File: src/rtl/i2c_txn_arbiter_if.sv
// Requester-side bus of the I2C transaction arbiter: packed per-requester
// request fields in, per-requester ready/response pulses out.
interface i2c_txn_arbiter_if #(
    parameter int NREQ = 4
);
    logic [NREQ-1:0]   reqValid;
    logic [NREQ-1:0]   reqRw;
    logic [7*NREQ-1:0] reqDevAddr;
    logic [8*NREQ-1:0] reqInnerAddr;
    logic [8*NREQ-1:0] reqData;
    logic [NREQ-1:0]   reqReady;
    logic [NREQ-1:0]   rspValid;
    logic [7:0]        rspData;
    logic              rspErr;

    modport master (
        output reqValid, reqRw, reqDevAddr, reqInnerAddr, reqData,
        input  reqReady, rspValid, rspData, rspErr
    );

    modport slave (
        input  reqValid, reqRw, reqDevAddr, reqInnerAddr, reqData,
        output reqReady, rspValid, rspData, rspErr
    );
endinterface

File: src/rtl/i2c_txn_arbiter.sv
// Round-robin arbiter sharing one I2C driver between NREQ requesters; holds
// the driver command stable for a whole transfer and returns data/status.
module i2c_txn_arbiter #(
    parameter int NREQ           = 4,
    parameter int TIMEOUT_CYCLES = 65535,
    parameter int GAP_CYCLES     = 4
) (
    input  logic             clk,
    input  logic             rst,
    i2c_txn_arbiter_if.slave bus,
    output logic             busy,
    output logic             drvGo,
    output logic             drvRw,
    output logic [6:0]       drvDevAddr,
    output logic [7:0]       drvInnerAddr,
    output logic [7:0]       drvSendData,
    input  logic [7:0]       drvReadData,
    input  logic             drvDone
);
    localparam int          IW       = $clog2(NREQ);
    localparam logic [15:0] TO_LAST  = 16'(TIMEOUT_CYCLES - 1);
    localparam logic [15:0] GAP_LAST = 16'(GAP_CYCLES - 1);

    typedef enum logic [2:0] {IDLE, GRANT, RUN, GAP, RESP} state_t;

    state_t          state;
    logic [IW-1:0]   ptr, gnt, pick, idx;
    logic [15:0]     cnt;
    logic            doneQ, doneEdge;
    logic [NREQ-1:0] reqReadyQ, rspValidQ;
    logic [7:0]      rspDataQ;
    logic            rspErrQ;

    logic [6:0] devArr  [NREQ];
    logic [7:0] innerArr[NREQ];
    logic [7:0] dataArr [NREQ];

    for (genvar i = 0; i < NREQ; i++) begin : g_slice
        assign devArr[i]   = bus.reqDevAddr[7*i +: 7];
        assign innerArr[i] = bus.reqInnerAddr[8*i +: 8];
        assign dataArr[i]  = bus.reqData[8*i +: 8];
    end

    assign doneEdge     = drvDone & ~doneQ;
    assign bus.reqReady = reqReadyQ;
    assign bus.rspValid = rspValidQ;
    assign bus.rspData  = rspDataQ;
    assign bus.rspErr   = rspErrQ;

    // Walk downward so the candidate closest to ptr is the last one written.
    always_comb begin
        pick = ptr;
        idx  = '0;
        for (int k = NREQ - 1; k >= 0; k--) begin
            idx = IW'((int'(ptr) + k) % NREQ);
            if (bus.reqValid[idx]) pick = idx;
        end
    end

    always_ff @(posedge clk or negedge rst) begin
        if (!rst) begin
            state        <= IDLE;
            ptr          <= '0;
            gnt          <= '0;
            cnt          <= '0;
            doneQ        <= 1'b0;
            reqReadyQ    <= '0;
            rspValidQ    <= '0;
            rspDataQ     <= '0;
            rspErrQ      <= 1'b0;
            busy         <= 1'b0;
            drvGo        <= 1'b0;
            drvRw        <= 1'b0;
            drvDevAddr   <= '0;
            drvInnerAddr <= '0;
            drvSendData  <= '0;
        end else begin
            // Edge history tracks every cycle so a level held from the
            // previous transfer never looks like a fresh completion.
            doneQ     <= drvDone;
            reqReadyQ <= '0;
            rspValidQ <= '0;
            case (state)
                IDLE: begin
                    if (|bus.reqValid) begin
                        gnt       <= pick;
                        reqReadyQ <= NREQ'(1) << pick;
                        busy      <= 1'b1;
                        state     <= GRANT;
                    end
                end
                GRANT: begin
                    drvRw        <= bus.reqRw[gnt];
                    drvDevAddr   <= devArr[gnt];
                    drvInnerAddr <= innerArr[gnt];
                    drvSendData  <= dataArr[gnt];
                    ptr          <= (int'(gnt) == NREQ - 1) ? '0 : gnt + 1'b1;
                    cnt          <= '0;
                    drvGo        <= 1'b1;
                    state        <= RUN;
                end
                RUN: begin
                    if (doneEdge) begin
                        rspDataQ <= drvRw ? drvReadData : 8'h00;
                        rspErrQ  <= 1'b0;
                        drvGo    <= 1'b0;
                        cnt      <= '0;
                        state    <= GAP;
                    end else if (cnt == TO_LAST) begin
                        rspDataQ <= 8'h00;
                        rspErrQ  <= 1'b1;
                        drvGo    <= 1'b0;
                        cnt      <= '0;
                        state    <= GAP;
                    end else begin
                        cnt <= cnt + 16'd1;
                    end
                end
                GAP: begin
                    if (cnt == GAP_LAST) begin
                        cnt       <= '0;
                        rspValidQ <= NREQ'(1) << gnt;
                        state     <= RESP;
                    end else begin
                        cnt <= cnt + 16'd1;
                    end
                end
                RESP: begin
                    busy  <= 1'b0;
                    state <= IDLE;
                end
                default: begin
                    busy  <= 1'b0;
                    drvGo <= 1'b0;
                    state <= IDLE;
                end
            endcase
        end
    end
endmodule
File: src/flat_wrapper.sv
// flat-port wrapper written by rule: the top's interface ports become plain ports
module i2c_txn_arbiter_flat 
#(
    parameter int NREQ           = 4,
    parameter int TIMEOUT_CYCLES = 65535,
    parameter int GAP_CYCLES     = 4
)
  (clk, rst, busy, drvGo, drvRw, drvDevAddr, drvInnerAddr, drvSendData, drvReadData, drvDone, bus_reqValid, bus_reqRw, bus_reqDevAddr, bus_reqInnerAddr, bus_reqData, bus_reqReady, bus_rspValid, bus_rspData, bus_rspErr);
  i2c_txn_arbiter_if #(.NREQ(NREQ)) bus_i ();
  input  logic clk;
  input  logic rst;
  output logic busy;
  output logic drvGo;
  output logic drvRw;
  output logic [6:0] drvDevAddr;
  output logic [7:0] drvInnerAddr;
  output logic [7:0] drvSendData;
  input  logic [7:0] drvReadData;
  input  logic drvDone;
  input wire logic [$bits(bus_i.reqValid)-1:0] bus_reqValid;
  input wire logic [$bits(bus_i.reqRw)-1:0] bus_reqRw;
  input wire logic [$bits(bus_i.reqDevAddr)-1:0] bus_reqDevAddr;
  input wire logic [$bits(bus_i.reqInnerAddr)-1:0] bus_reqInnerAddr;
  input wire logic [$bits(bus_i.reqData)-1:0] bus_reqData;
  output wire logic [$bits(bus_i.reqReady)-1:0] bus_reqReady;
  output wire logic [$bits(bus_i.rspValid)-1:0] bus_rspValid;
  output wire logic [$bits(bus_i.rspData)-1:0] bus_rspData;
  output wire logic [$bits(bus_i.rspErr)-1:0] bus_rspErr;
  assign bus_i.reqValid = bus_reqValid;
  assign bus_i.reqRw = bus_reqRw;
  assign bus_i.reqDevAddr = bus_reqDevAddr;
  assign bus_i.reqInnerAddr = bus_reqInnerAddr;
  assign bus_i.reqData = bus_reqData;
  assign bus_reqReady = bus_i.reqReady;
  assign bus_rspValid = bus_i.rspValid;
  assign bus_rspData = bus_i.rspData;
  assign bus_rspErr = bus_i.rspErr;
  i2c_txn_arbiter #(.NREQ(NREQ), .TIMEOUT_CYCLES(TIMEOUT_CYCLES), .GAP_CYCLES(GAP_CYCLES)) u_core (.clk(clk), .rst(rst), .bus(bus_i), .busy(busy), .drvGo(drvGo), .drvRw(drvRw), .drvDevAddr(drvDevAddr), .drvInnerAddr(drvInnerAddr), .drvSendData(drvSendData), .drvReadData(drvReadData), .drvDone(drvDone));
endmodule
File: config.mk
export PLATFORM = sky130hd
export DESIGN_NAME = i2c_txn_arbiter_flat
export DESIGN_NICKNAME = d
export VERILOG_FILES = /design/src/rtl/i2c_txn_arbiter_if.sv /design/src/rtl/i2c_txn_arbiter.sv /design/src/flat_wrapper.sv
export SDC_FILE = /design/constraint.sdc
export NUM_CORES = 1
export LEC_CHECK = 0
export CORE_MARGIN = 2
export CORE_UTILIZATION = 33
export DETAILED_ROUTE_END_ITERATION = 10
export HOLD_SLACK_MARGIN = 0.03
export PLACE_DENSITY = 0.65
export SLEW_MARGIN = 20
export SYNTH_ARGS = -nofsm -noshare
export SYNTH_HDL_FRONTEND = slang
export SYNTH_SLANG_ARGS = --single-unit
export TNS_END_PERCENT = 100
File: constraint.sdc
create_clock -name clk -period 4.3 [get_ports clk]
set_clock_uncertainty 0.15 [all_clocks]
set_input_delay 0.86 -clock clk [delete_from_list [all_inputs] [get_ports clk]]
set_output_delay 0.86 -clock clk [all_outputs]
set_load 0.02 [all_outputs]
# Word-level counts from Yosys, hierarchy flattened
# Cells that the tools add are included.
[totals]
reg_bits = 67
in_bits = 111
out_inout_bits = 43
word_cells = 101
[classes]
addsub = 5
n_lt_le_gt_ge = 6
n_eq_ne = 10
shifts = 2
n_mux = 47
bitwise_logic = 5
reduce_logical = 11
[op_table]
columns = ["cell", "n"]
rows = [
  ["2-to-1 mux 8 bit", 7],
  ["2-to-1 mux 16 bit", 3],
  ["one-hot mux 16 bit (3 select lines)", 1],
  ["binary-select mux 8 bit (select 2 bit)", 2],
  ["adder 16 x 1 -> 16 bit, second input constant", 1],
  ["equality test 16 bit, second input constant", 1],
  ["equality test 16 x 2 -> 1 bit, second input constant", 1],
  ["2-to-1 mux 4 bit", 4],
  ["less-than comparator 2 x 3 -> 1 bit, second input constant", 5],
  ["binary-select mux 7 bit (select 2 bit)", 1],
  ["2-to-1 mux 7 bit", 2],
  ["2-to-1 mux 3 bit", 4],
  ["one-hot mux 3 bit (4 select lines)", 1],
  ["binary-select mux 1 bit (select 2 bit)", 5],
  ["2-to-1 mux 1 bit", 10],
  ["2-to-1 mux 2 bit", 5],
  ["AND reduction 2 bit", 4],
  ["<< shifter 1 x 2 -> 4 bit, first input constant", 2],
  ["equality test 3 x 2 -> 1 bit, second input constant", 2],
  ["OR reduction 3 bit", 2],
  ["adder 2 x 1 -> 2 bit, second input constant", 2],
  ["adder 2 bit, second input constant", 2],
  ["inequality test 2 x 1 -> 1 bit, second input constant", 2],
  ["OR reduction 4 bit", 1],
  ["14 further kinds", 16],
]

# Longest topological paths before layout
# Gate-level depths: netlist of the first run.
[logic_depth]
word_depth = 10
depth_mapped = 8
depth_no_buf = 7

# Worst setup path after synthesis of the first run
# OpenSTA, ideal clock, no wires.
[synth_timing]
path_kind = "input -> register"
startpoint = "in drvDone"
endpoint = "reg u_core.cnt[7]"
setup_time_ps = 83
arrival_time_ps = 1821
required_ps = 4067
path_slack_ps = 2246
path_stages = 5
n_path_buf = 0
cell_sequence = "nor2b_1 -> nand2b_1 -> o22a_2 -> or3_1 -> o21ai_0"
[synth_via]
elab_chain_cells = 3
[synth_rtl]
columns = ["element", "line_no", "source"]
rows = [
  ["from (decl)", "flat_wrapper.sv:19", "input logic drvDone;"],
  ["bitwise AND 1 bit", "i2c_txn_arbiter.sv:44", "assign doneEdge = drvDone & ~doneQ;"],
  ["2-to-1 mux 16 bit", "i2c_txn_arbiter.sv:103", "if (doneEdge) begin"],
  ["one-hot mux 16 bit (3 select lines)", "i2c_txn_arbiter.sv:83", "case (state)"],
  ["to (signal assigned)", "i2c_txn_arbiter.sv:116", "cnt <= cnt + 16'd1;"],
  ["to (signal assigned)", "i2c_txn_arbiter.sv:125", "cnt <= cnt + 16'd1;"],
  ["to (decl)", "i2c_txn_arbiter.sv:28", "logic [15:0] cnt;"],
]
# Every way passes these cells.
# A chain may end at the register's enable or synchronous reset.

# Worst setup path in the final report of the first run
[layout_timing]
startpoint = "reg u_core.drvRw"
endpoint = "out drvRw"
[layout_lines]
columns = ["element", "line_no", "source"]
rows = [
  ["from (decl)", "i2c_txn_arbiter.sv:13", "output logic drvRw,"],
  ["from (signal assigned)", "i2c_txn_arbiter.sv:93", "drvRw <= bus.reqRw[gnt];"],
  ["to (decl)", "flat_wrapper.sv:14", "output logic drvRw;"],
]
# No word-level cell between the ends.

==> results.txt, run 1 <==
critical path fanouts, max - 3
CP startpoint kind - flip-flop
Worst Path Arrival - 1.38 ns
Finished Cell Area - 5390 um^2
Final Total Pwr - 0.00313 W
Final Max Slew Viols - 0
area added between synthesis and finish - 51.9%
mapped cell area - 3550 um^2
max_slew headroom - 0.410
final setup margin - 1.91 ns
drt pass-1 iters - 4
worst vdd rail ir drop - 238 uV
clock slew at reported path FFs - 0.07 ns
H-tree levels - 3
gpl congestion - 0.870
Worst-Margin Slew - 0.885 ns
number of port buffers - 153
via count of the first global-routing pass - 3097
number of antenna violations at the first check in global routing - 0
Mapped Nets - 405
Fmax - 418 MHz
Starting DRT DRC Count - 104
die area - 11600 um^2
nets - 555
Synth Flop Type - dfrtp_1
vias - 2973
commonest non-fill, non-tap cell in the layout - clkdlybuf4s50_1
most frequent cells in the layout - clkdlybuf4s50_1 (152), dfrtp_1 (65), mux2_2 (26), mux4_2 (24), o21ai_0 (17)
Crit path required time - 3.29 ns
post-DP HPWL - 7250 um
Yosys cell types - 46
Die W - 108 um
Ports - 154
proportion of layout cells with a drive suffix above 1 - 0.181
PD cells - 580 nW/um^2
Resize count post-CTS - 0
CP max stage cell - clkdlybuf4s50_1
final hold vios - 0
worst setup path class - flip-flop to output pin
starting density of the core - 0.342
CTS root buffer - clkbuf_8
cts hold-fix bufs - 0
Post-CTS Setup Bufs - 0
DRT antenna net count - 0
Synthesis Warnings - 0
Avg Inst Size Synth - 12.3 um^2
Setup TNS Final - 0 ns
Fillers - 955
Synth area leaders - dfrtp_1 (47%), mux4_2 (15%), mux2_2 (8.2%), o21ai_0 (2.4%), a22o_1 (2.2%)
CP Cell Sequence - clkdlybuf4s50_1
Mapped Cells - 288
status - complete, no violations
RSZ-0062 raised after global routing - no
CTS sink count - 67
largest net degree at the start of global routing - 40
Async S/R FF share, synth - 1.00
Routed WL per cell - 16.1 um
vias per inst - 5.14
die height - 108 um
CP max stage delay - 0.64 ns
total core area - 10400 um^2
number of flops mapped to enable cells by yosys - 0
Final Critical Period - 2.39 ns
worst path buffer plus inverter count - 1
TritonCTS clock tree - built
final wirelength - 9320 um
Final setup viols - 0
clock latency at the later pin of the worst-skew pair - 0.34 ns
worst slack, placed - 1.55 ns
total track usage - 0.169
max-cap viol count - 0
Min Hold Slack - 0.354 ns
register bit total from synthesis - 67
final worst-path cycle share - 0.556
Inserted Clock Buffers - 9
grt total ovfl - 0
ANT cells - 0
Setup crit end kind - output pin
Std-Cell Rows - 37
Hold Path Class - flip-flop to flip-flop
post-synthesis sequential area ratio - 0.472
Placement Cell Area - 5190 um^2
DRC viols - 0
largest buffer count on any clock path - 2
post-synth top area cell - dfrtp_1
crit-path leading delay family - buffers and inverters
Static Leak - 2.16 nW
global-route wire length before repair - 15100 um
area fraction of the dominant cell type after synthesis - 0.472
-- flip-flops by register name, summed over array words and instances (netlist names) --
| signal | flops |
|---|---|
| u_core.gnt | 2 |
| u_core.ptr | 2 |
| u_core.bus.reqReady | 4 |
| u_core.bus.rspValid | 4 |
| u_core.drvSendData | 8 |
| u_core.drvDevAddr | 7 |
| u_core.busy | 1 |
| u_core.bus.rspData | 8 |
| u_core.drvInnerAddr | 8 |
| u_core.drvRw | 1 |
| u_core.state | 3 |
| u_core.bus.rspErr | 1 |
| u_core.cnt | 16 |
| u_core.doneQ | 1 |
| u_core.drvGo | 1 |
-- kinds of logic (layout without fill, tap and decap cells) --
| group | after synthesis | in the layout | synth area share |
|---|---|---|---|
| flip-flops | 67 | 67 | 0.472 |
| buffers and inverters | 29 | 183 | 0.0356 |
| XOR/XNOR | 4 | 4 | 0.00987 |
| AND/OR/NAND/NOR | 76 | 76 | 0.123 |
| adder cells (fa/ha/maj) | 6 | 6 | 0.0211 |
| multiplexers | 50 | 50 | 0.235 |
| AO/OA/AOI/OAI | 56 | 56 | 0.103 |
-- cell usage after synthesis (2+ instances only) --
library cell  instances
ha_1                  6
nor2_1               15
mux2_2               26
a21oi_1               9
a31oi_1               4
a31o_2                2
nand4_1               3
nor3b_1               3
inv_1                13
xnor2_1               3
and2_1                4
a21o_1                4
o21ai_1               4
a22o_1                9
or2_2                 2
o21ai_0              17
buf_2                 7
nand2_1              10
nand2b_1              4
dfrtp_1              67
or3_1                 5
and3_1                2
nand3_1               8
nor3_1                5
mux4_2               24
nor4_1                3
clkbuf_1              6
nor2b_1               5
-- area by class of cell --
cell class                      instances  area (um^2)  area share
Timing Repair Buffer                  155         1540       0.286
Inverter                               13         48.8     0.00905
Tap cell                              136          170      0.0315
Multi-Input combinational cell        192         1750       0.325
Sequential cell                        67         1680       0.311
Clock inverter                          2         35.0     0.00650
Clock buffer                           13          169      0.0313
-- final timing paths --
kind | startpoint | endpoint | slack, ns | depth (start not counted)
max | u_core.drvRw | drvRw | 1.91 | 1
min | u_core.drvInnerAddr[5] | u_core.drvInnerAddr[5] | 0.35 | 1
max reg2reg | u_core.cnt[1] | u_core.cnt[5] | 2.01 | 6
min reg2reg | u_core.drvInnerAddr[5] | u_core.drvInnerAddr[5] | 0.35 | 1
max in group asynchronous | rst | u_core.gnt[1] | 2.63 | 2
min in group asynchronous | rst | u_core.drvSendData[7] | 0.41 | 1
-- stage by stage --
stage                     utilization  cells
final                           0.520    578
after CTS                       0.520    578
after floorplan                     -    288
after global routing            0.520    578
after global placement          0.500    563
after detailed placement        0.500    563
-- power by group --
group | internal, W | switching, W
Combinational | 0.000839 | 0.000645
Sequential | 0.000852 | 0.000257
Clock | 0.000312 | 0.000225
Total | 0.00200 | 0.00113
-- metal layers --
metal	GRT usage	wire, um
met5	0	0
met4	0.0668	223
met3	0.0672	858
met2	0.292	4720
met1	0.184	3520
Note: power is estimated with default switching activity, not from simulation.
==> inputs of run 2 (changes only) <==
--- a/config.mk
+++ b/config.mk
@@ -9,7 +9,7 @@
 export CORE_UTILIZATION = 33
 export DETAILED_ROUTE_END_ITERATION = 10
 export HOLD_SLACK_MARGIN = 0.03
-export PLACE_DENSITY = 0.65
+export PLACE_DENSITY = 0.68
 export SLEW_MARGIN = 20
 export SYNTH_ARGS = -nofsm -noshare
 export SYNTH_HDL_FRONTEND = slang
==> constraint.sdc (replaced) <==
create_clock -name clk -period 2 [get_ports clk]
set_clock_uncertainty 0.15 [all_clocks]
set_input_delay 0.4 -clock clk [delete_from_list [all_inputs] [get_ports clk]]
set_output_delay 0.4 -clock clk [all_outputs]
set_load 0.02 [all_outputs]
==> results.txt, run 2 (synthesized netlist as in run 1, its figures left out) <==
drt pass-1 iters - 4 (unchanged)
Die W - 108 um (unchanged)
commonest non-fill, non-tap cell in the layout - clkdlybuf4s50_1
Crit Reg-Reg Startpoint - u_core.cnt[0]
DRC viols - 0 (unchanged)
number of port buffers - 153 (unchanged)
Routed WL per cell - 16.8 um (+4.1%)
Finished Cell Area - 5830 um^2 (+8.1%)
r2r setup slk - 0.03 ns (-1.98 ns)
proportion of layout cells with a drive suffix above 1 - 0.267 (+0.0862)
Biggest register - u_core.cnt
Comb pwr share - 0.556 (+0.082)
Crit path required time - 2.13 ns (-1.16 ns)
Ports - 154 (unchanged)
Setup crit end kind - flip-flop
final wirelength - 10300 um (+11%)
final hold vios - 0 (unchanged)
Final Critical Period - 1.97 ns
WHS Endpoint - u_core.bus.rspData[5]
most frequent cells in the layout - clkdlybuf4s50_1 (152), dfrtp_1 (65), buf_4 (30), mux2_2 (26), mux4_2 (24)
post-DP HPWL - 7960 um (+9.7%)
sequential share of power - 0.294 (-0.060)
worst r2r path cells - 7 (+1)
RSZ-0062 raised after global routing - yes
starting density of the core - 0.342 (unchanged)
critical path fanouts, max - 7 (+4)
global-route wire length before repair - 16600 um (+9.8%)
r2r endpoint - u_core.cnt[8]
largest net degree at the start of global routing - 68 (+70%)
Inserted Clock Buffers - 9 (unchanged)
max_slew headroom - 0.643 (+0.233)
CP startpoint kind - flip-flop
clock latency at the later pin of the worst-skew pair - 0.35 ns (about the same)
ANT cells - 0 (unchanged)
Starting DRT DRC Count - 107 (+2.9%)
TritonCTS clock tree - built
CTS sink count - 67 (unchanged)
max reg flops - 16 (unchanged)
CP max stage cell - dfrtp_1
Clock power frac - 0.150 (-0.021)
die height - 108 um (unchanged)
Hold Path Class - flip-flop to flip-flop
total core area - 10400 um^2 (unchanged)
hold depth - 1 (unchanged)
Sw Share - 0.370 (+0.0103)
Fmax - 507 MHz
Setup TNS Final - 0 ns (unchanged)
number of antenna violations at the first check in global routing - 0 (unchanged)
H-tree levels - 3 (unchanged)
nets - 591 (+6.5%)
worst vdd rail ir drop - 576 uV (+140%)
Final setup viols - 0 (unchanged)
largest buffer count on any clock path - 2 (unchanged)
total track usage - 0.188 (+0.0190)
worst setup path class - flip-flop to flip-flop
Worst-Margin Slew - 0.534 ns (-0.352 ns)
vias per inst - 5.09 (-0.96%)
Static Leak - 2.38 nW (+10%)
clock slew at reported path FFs - 0.08 ns (about the same)
area added between synthesis and finish - 64.2%
Final Core Density - 0.562 (+0.0421)
DRT antenna net count - 0 (unchanged)
via count of the first global-routing pass - 3423 (+11%)
crit-path leading delay family - simple AND/OR/NAND/NOR gates
PD cells - 1270 nW/um^2 (+120%)
max-cap viol count - 0 (unchanged)
internal power - 0.00465 W (+130%)
Worst Path Arrival - 2.10 ns (+0.72 ns)
Placement Cell Area - 5480 um^2 (+5.5%)
CTS root buffer - clkbuf_8
final worst-path cycle share - 0.986
worst path buffer plus inverter count - 1 (unchanged)
CP Cell Sequence - ha_2, nor4b_4, and4_4, o22a_4, buf_6, or3_1, o21ai_1
grt total ovfl - 0 (unchanged)
die area - 11600 um^2 (unchanged)
CP max stage delay - 0.41 ns (-0.23 ns)
Final Max Slew Viols - 0 (unchanged)
status - complete, no violations
HP Start - u_core.bus.rspData[5]
gpl congestion - 0.836 (-3.9%)
vias - 3133 (+5.4%)
Psw - 0.00273 W (+140%)
Std-Cell Rows - 37 (unchanged)
## run 2: worst reg2reg max path: stages (launching register included)
cell and delay, ns:
dfrtp_1 0.41, ha_2 0.19, nor4b_4 0.12, and4_4 0.19, o22a_4 0.26, buf_6 0.15, or3_1 0.36, o21ai_1 0.08
## run 2: area by class of cell
type,instances,area (um^2)
sequential,67,1680
clock buffer,12,135
timing repair buffer,191,1880
fill,893,4540
tap,136,170
multi-input combinational,192,1860
clock inverter,4,51.3
inverter,13,48.8
## run 2: worst max path at each step
stage,cells after the start,startpoint,slack (ns),end
after floorplan,4,u_core.gnt[0],0.03,u_core.drvDevAddr[0]
after global placement,7,drvDone,-0.20,u_core.cnt[12]
after detailed placement,7,drvDone,-0.29,u_core.cnt[12]
after CTS,6,u_core.cnt[0],0.007,u_core.cnt[5]
after global routing,8,u_core.cnt[0],-0.02,u_core.state[0]
final,7,u_core.cnt[0],0.03,u_core.cnt[8]
## run 2: power by group through the flow
stage / clock network, W / registers (W) / logic, W
after detailed placement: 0 / 0.00217 / 0.00389
after CTS: 0.00112 / 0.00216 / 0.00396
final: 0.00111 / 0.00217 / 0.00411
after global placement: 0 / 0.00215 / 0.00383
after floorplan: 0 / 0.00257 / 0.00170
after global routing: 0.00118 / 0.00223 / 0.00438
## run 2: routing by layer
layer / track usage / up-vias / wire [um]
li1: - / 1447 / -
met5: 0 / - / 0
met3: 0.0521 / 23 / 703
met1: 0.208 / 1536 / 3890
met4: 0.0824 / 0 / 301
met2: 0.333 / 127 / 5430
## run 2: stage by stage
step / hold slack [ns] / power (W) / setup slack (ns) / instances
after global routing: 0.353 / 0.00780 / -0.0235 / 615
after floorplan: -0.0456 / 0.00428 / 0.0264 / 288
after detailed placement: 0.299 / 0.00606 / -0.289 / 593
after CTS: 0.360 / 0.00724 / 0.00712 / 610
final: 0.356 / 0.00738 / 0.0279 / 615
after global placement: 0.300 / 0.00598 / -0.197 / 593
## run 2: timing repair
item / in CTS / in global routing
hold endpoints to repair: 67 / 0
pin swaps: 1 / 10
hold buffers: 1 / 0
setup endpoints to repair: 13 / 25
buffers inserted: 0 / 5
gates resized for setup: 6 / 25
==> RTL change 1 (settings of run 2) <==
`NREQ` is set to 4 in 3 places; all go to 2.
--- a/src/rtl/i2c_txn_arbiter_if.sv
+++ b/src/rtl/i2c_txn_arbiter_if.sv
@@ -1,7 +1,7 @@
 // Requester-side bus of the I2C transaction arbiter: packed per-requester
 // request fields in, per-requester ready/response pulses out.
 interface i2c_txn_arbiter_if #(
-    parameter int NREQ = 4
+    parameter int NREQ = 2
 );
     logic [NREQ-1:0]   reqValid;
     logic [NREQ-1:0]   reqRw;
--- a/src/rtl/i2c_txn_arbiter.sv
+++ b/src/rtl/i2c_txn_arbiter.sv
@@ -1,7 +1,7 @@
 // Round-robin arbiter sharing one I2C driver between NREQ requesters; holds
 // the driver command stable for a whole transfer and returns data/status.
 module i2c_txn_arbiter #(
-    parameter int NREQ           = 4,
+    parameter int NREQ           = 2,
     parameter int TIMEOUT_CYCLES = 65535,
     parameter int GAP_CYCLES     = 4
 ) (
--- a/src/flat_wrapper.sv
+++ b/src/flat_wrapper.sv
@@ -1,7 +1,7 @@
 // flat-port wrapper written by rule: the top's interface ports become plain ports
 module i2c_txn_arbiter_flat 
 #(
-    parameter int NREQ           = 4,
+    parameter int NREQ           = 2,
     parameter int TIMEOUT_CYCLES = 65535,
     parameter int GAP_CYCLES     = 4
 )
Ports: changed (7 resized); port bits go from 154 to 100. No check against the original RTL was run, so the function may have changed too.
==> RTL change 1 against run 2 <==
- routed wire length down 29%
- global-route usage decreased by 2.1 points
- critical path depth is 2 higher
- cell area decreased by 25%
- sequential power down 9.2%
- sequential cell count down 6
- cell count fell by 19%
- power fell by 16%
- worst hold slack worse by 0.053 ns
- synthesized area down 20%
- worst setup slack worse by 0.0074 ns
- non-clock buffer count fell by 72
- critical path type unchanged
- largest power group unchanged
==> RTL change 1: results (changes against run 2) <==
| Metric | Value |
|---|---|
| Crit end category | `flop` |
| Flip-flop count of the largest register, all copies and words added | `16 (unchanged)` |
| Detailed-route vias per instance | `5.108 (+0.28%)` |
| Top area cells in the synthesized netlist | `sky130_fd_sc_hd__dfrtp_1 54%, sky130_fd_sc_hd__mux2i_1 8.9%, sky130_fd_sc_hd__a21oi_1 5.0%` |
| Slew headroom | `59.10% (-5.2 points)` |
| Min-Delay Endpoint | `u_core.bus.reqReady[0]$_DFF_PN0_` |
| Iteration-0 DRC count of the detailed router | `136 (+27%)` |
| Nets | `451 (-24%)` |
| Global-route wire length before repair | `11,930 um (-28%)` |
| Non-clock buffer area fraction after layout | `26.93% (-5.4 points)` |
| Final instance count without filler cells | `498 (-19%)` |
| Post-placement setup slack | `-0.1007 ns (+0.1885 ns)` |
| Time the final worst path needs with I/O delays and setup | `1.979 ns (+0.007355 ns)` |
| Worst voltage drop across the vdd grid | `0.7024 mV (+22%)` |
| Multi-input logic area | `1303 sq um (-30%)` |
| Maximum number of pins on one net before global-route repair | `50 (-26%)` |
| Syn Nets | `335 (-17%)` |
| Fillers | `759 (-15%)` |
| Vias in the first global route | `2,475 (-28%)` |
| Number of unique standard cell types used by synthesis | `41 (-11%)` |
| Run status | `finished clean` |
| Area after detailed placement | `4009 sq um (-27%)` |
| Timing startpoint of the critical path | `u_core.cnt[0]$_DFFE_PN0P_` |
| Avg Inst Size Synth | `10.39 sq um (-16%)` |
| Total of clock buffers placed in the layout | `11 (-1)` |
| Post-synthesis sequential area ratio | `54.03% (+6.8 points)` |
| Weighted congestion at the end of routability-driven global placement | `0.9086 (+8.6%)` |
| Register with the highest flop count | `u_core.cnt` |
| Non-clk invs | `5 (-8)` |
| Final HPWL from detailed placement | `5225 um (-34%)` |
| Reg2Reg Capture Point | `u_core.cnt[8]$_DFFE_PN0P_` |
| Area taken by flip-flops and latches | `1529 sq um (-8.9%)` |
| Static leakage | `1.822 nW (-23%)` |
| Data arrival at the endpoint of the critical path | `2.03 ns (-0.07 ns)` |
| Number of port buffers | `99 (-35%)` |
| Number of antenna cells inserted | `0 (unchanged)` |
| Ratio of cells with drive above 1 in the final layout | `14.25% (-12 points)` |
| Flip-flop and latch count after synthesis | `61 (-9.0%)` |
| Register-to-Register Setup Slack | `about 0.02 ns` |
| Cell Area, Synth | `2825 sq um (-20%)` |
| Final Instance Area | `4363 sq um (-25%)` |
| Clock network area share | `4.732% (+1.5 points)` |
| Commonest cells in the netlist | `61 x sky130_fd_sc_hd__dfrtp_1, 32 x sky130_fd_sc_hd__nor2_1, 28 x sky130_fd_sc_hd__a21oi_1` |
| Number of non-clock buffers | `119 (-38%)` |
| GRT Total Usage | `16.70% (-2.1 points)` |
| Startpoint of the lowest-slack hold path | `u_core.ptr$_DFFE_PN0P_` |
| Cells after DPL | `475 (-20%)` |
| Hold slack | `0.3030 ns (-0.05287 ns)` |
[RTL change 1: changes by cell type in the layout (fill, tap and decap cells not counted), moves of 5 or more]
cell | run 2 | this run
sky130_fd_sc_hd__a21oi_1 | 8 | 28
sky130_fd_sc_hd__buf_4 | 30 | 14
sky130_fd_sc_hd__clkdlybuf4s50_1 | 152 | 98
sky130_fd_sc_hd__dfrtp_1 | 65 | 59
sky130_fd_sc_hd__inv_1 | 12 | 4
sky130_fd_sc_hd__mux2_2 | 26 | 0
sky130_fd_sc_hd__mux2i_1 | 0 | 25
sky130_fd_sc_hd__mux4_2 | 24 | 0
sky130_fd_sc_hd__nand2_1 | 10 | 15
sky130_fd_sc_hd__nor2_1 | 13 | 30
sky130_fd_sc_hd__o31ai_1 | 1 | 7
[RTL change 1: logic make-up after synthesis]
family	after synthesis	share of synthesized area [%]
and+or+nand+nor	87	16.12
buffers and inverters	20	3.100
adders and majority gates	2	0.8856
AOI/OAI and AO/OA	74	16.08
xor gates and xnor gates	3	0.9302
muxes	25	8.857
DFF	61	54.03
[RTL change 1: power by group]
| group | internal [mW] | switching, mW |
|---|---|---|
| sequential | 1.67 | 0.297 |
| clock | 0.696 | 0.468 |
| combinational | 1.47 | 1.57 |
| total | 3.84 | 2.34 |
[RTL change 1: repair_timing]
item / 4_1_cts / 5_1_grt
pin swaps: 0 / 8
hold buffers: 1 / 0
setup buffers: 0 / 5
gates cloned: 0 / 1
endpoints found under the setup margin: 16 / 25
hold endpoints to repair: 12 / 0
gates resized for setup: 2 / 27
[RTL change 1: layer usage]
metal  GRT usage [%]  routed length (um)  up-vias
met2           27.89                3644       79
li1                -                   -     1223
met3           6.129                 573        9
met4           3.991                  96        0
met5               0                   0        -
met1           20.59                3020     1233
==> RTL change 2 (settings of run 2) <==
Made on the original files. Re-encode `state_t` (5 states) as one-hot, 5 bits wide.
--- a/src/rtl/i2c_txn_arbiter.sv
+++ b/src/rtl/i2c_txn_arbiter.sv
@@ -21,7 +21,7 @@
     localparam logic [15:0] TO_LAST  = 16'(TIMEOUT_CYCLES - 1);
     localparam logic [15:0] GAP_LAST = 16'(GAP_CYCLES - 1);
 
-    typedef enum logic [2:0] {IDLE, GRANT, RUN, GAP, RESP} state_t;
+    typedef enum logic [4:0] {IDLE = 5'b00001, GRANT = 5'b00010, RUN = 5'b00100, GAP = 5'b01000, RESP = 5'b10000} state_t;
 
     state_t          state;
     logic [IW-1:0]   ptr, gnt, pick, idx;
Formal check against the unedited RTL: no difference found for any inputs over 10 cycles, from zero or initial values and one cycle with rst low; not proved beyond that.
==> RTL change 2 against run 2 <==
- sequential share of layout area rose by 0.47 points
- routed wire length is 1.8% lower
- non-clock buffer count fell by 9
- register-to-register slack improved by 0.09 ns
- worst setup slack improved by 0.0069 ns
- synthesized area up 5.3%
- cell area is 1.5% higher
- cell count grew 1.6%
- power increased by 7.1%
- sequential cell count increased by 2
- critical path depth decreased by 3
==> RTL change 2: results (changes against run 2) <==
| Metric | Value |
|---|---|
| Cells after DPL | `608 (+2.5%)` |
| Total of clock buffers placed in the layout | `11 (-1)` |
| Portion of netlist area occupied by mux cells | `22.69% (-0.78 points)` |
| Hold slack | `0.3564 ns (+0.0005260 ns)` |
| Number of sequential storage elements | `69 (+3.0%)` |
| Register-to-Register Setup Slack | `0.12 ns (+0.09 ns)` |
| Time the final worst path needs with I/O delays and setup | `1.965 ns (-0.006878 ns)` |
| Avg Inst Size Synth | `12.18 sq um (-1.2%)` |
| Cell with the largest stage delay on the worst path | `sky130_fd_sc_hd__or4_1` |
| Vias in the first global route | `3,320 (-3.0%)` |
| Compound-Gate Fraction of Synth Area | `8.333% (-2.0 points)` |
| Average detailed-routed wire length per instance | `16.24 um (-3.3%)` |
| Run status | `finished clean` |
| Min-Delay Endpoint | `u_core.drvDevAddr[3]$_DFFE_PN0P_` |
| Met2 track demand over resource | `30.10% (-3.2 points)` |
| Seq/total area | `29.27% (+0.47 points)` |
| CTS Root Cell | `sky130_fd_sc_hd__clkbuf_16` |
| XOR/XNOR share of the synthesized area | `2.108% (+1.1 points)` |
| Startpoint of the lowest-slack hold path | `u_core.drvDevAddr[3]$_DFFE_PN0P_` |
| Routed wire length | `10,150 um (-1.8%)` |
| Weighted congestion at the end of routability-driven global placement | `0.8585 (+2.7%)` |
| Final HPWL from detailed placement | `7997 um (+0.47%)` |
| Worst voltage drop across the vdd grid | `0.5730 mV (-0.61%)` |
| Multi-input combinational area share | `31.60% (-0.33 points)` |
| Number of non-clock buffers | `182 (-4.7%)` |
| Highest cell delay on the worst timing path | `0.56 ns (+0.15 ns)` |
| R2r worst-path depth | `8 (+1)` |
| Static leakage | `2.459 nW (+3.5%)` |
| Post-placement setup slack | `-0.2962 ns (-0.007027 ns)` |
| Data arrival at the endpoint of the critical path | `2.03 ns (-0.07 ns)` |
| Fraction of met3 tracks used by global routing | `5.434% (+0.23 points)` |
| CP max FO | `6 (-1)` |
| Non-clock buffer area fraction after layout | `30.41% (-1.9 points)` |
| Capturing instance or port of the critical path | `u_core.gnt[0]$_DFFE_PN0P_` |
RTL change 2: cell count changes after synthesis, moves of 5 or more:
cell	before	now
sky130_fd_sc_hd__nand2_1	10	23
sky130_fd_sc_hd__buf_2	7	13
sky130_fd_sc_hd__or3_1	5	0
sky130_fd_sc_hd__o22ai_1	0	6
sky130_fd_sc_hd__o21ai_0	17	3
sky130_fd_sc_hd__o21ai_1	4	11
RTL change 2: metal layers:
metal / wire, um / vias to the layer above / share of wire, %
met5: 0 / - / 0
met4: 111 / 0 / 1.1
met3: 778 / 9 / 7.7
met2: 5364 / 119 / 53
met1: 3894 / 1560 / 38
li1: - / 1481 / -
RTL change 2: repair_timing:
item / in CTS / in global routing
setup endpoints to repair: 0 / 6
gates resized for setup: 0 / 4
hold buffers: 1 / 0
setup buffers: 0 / 0
endpoints found under the hold margin: 22 / 0
RTL change 2: report_power, final:
group,switching [mW],internal (mW),total (mW)
clock,0.595,1.00,1.60
combinational,1.69,2.14,3.82
sequential,0.511,1.97,2.48
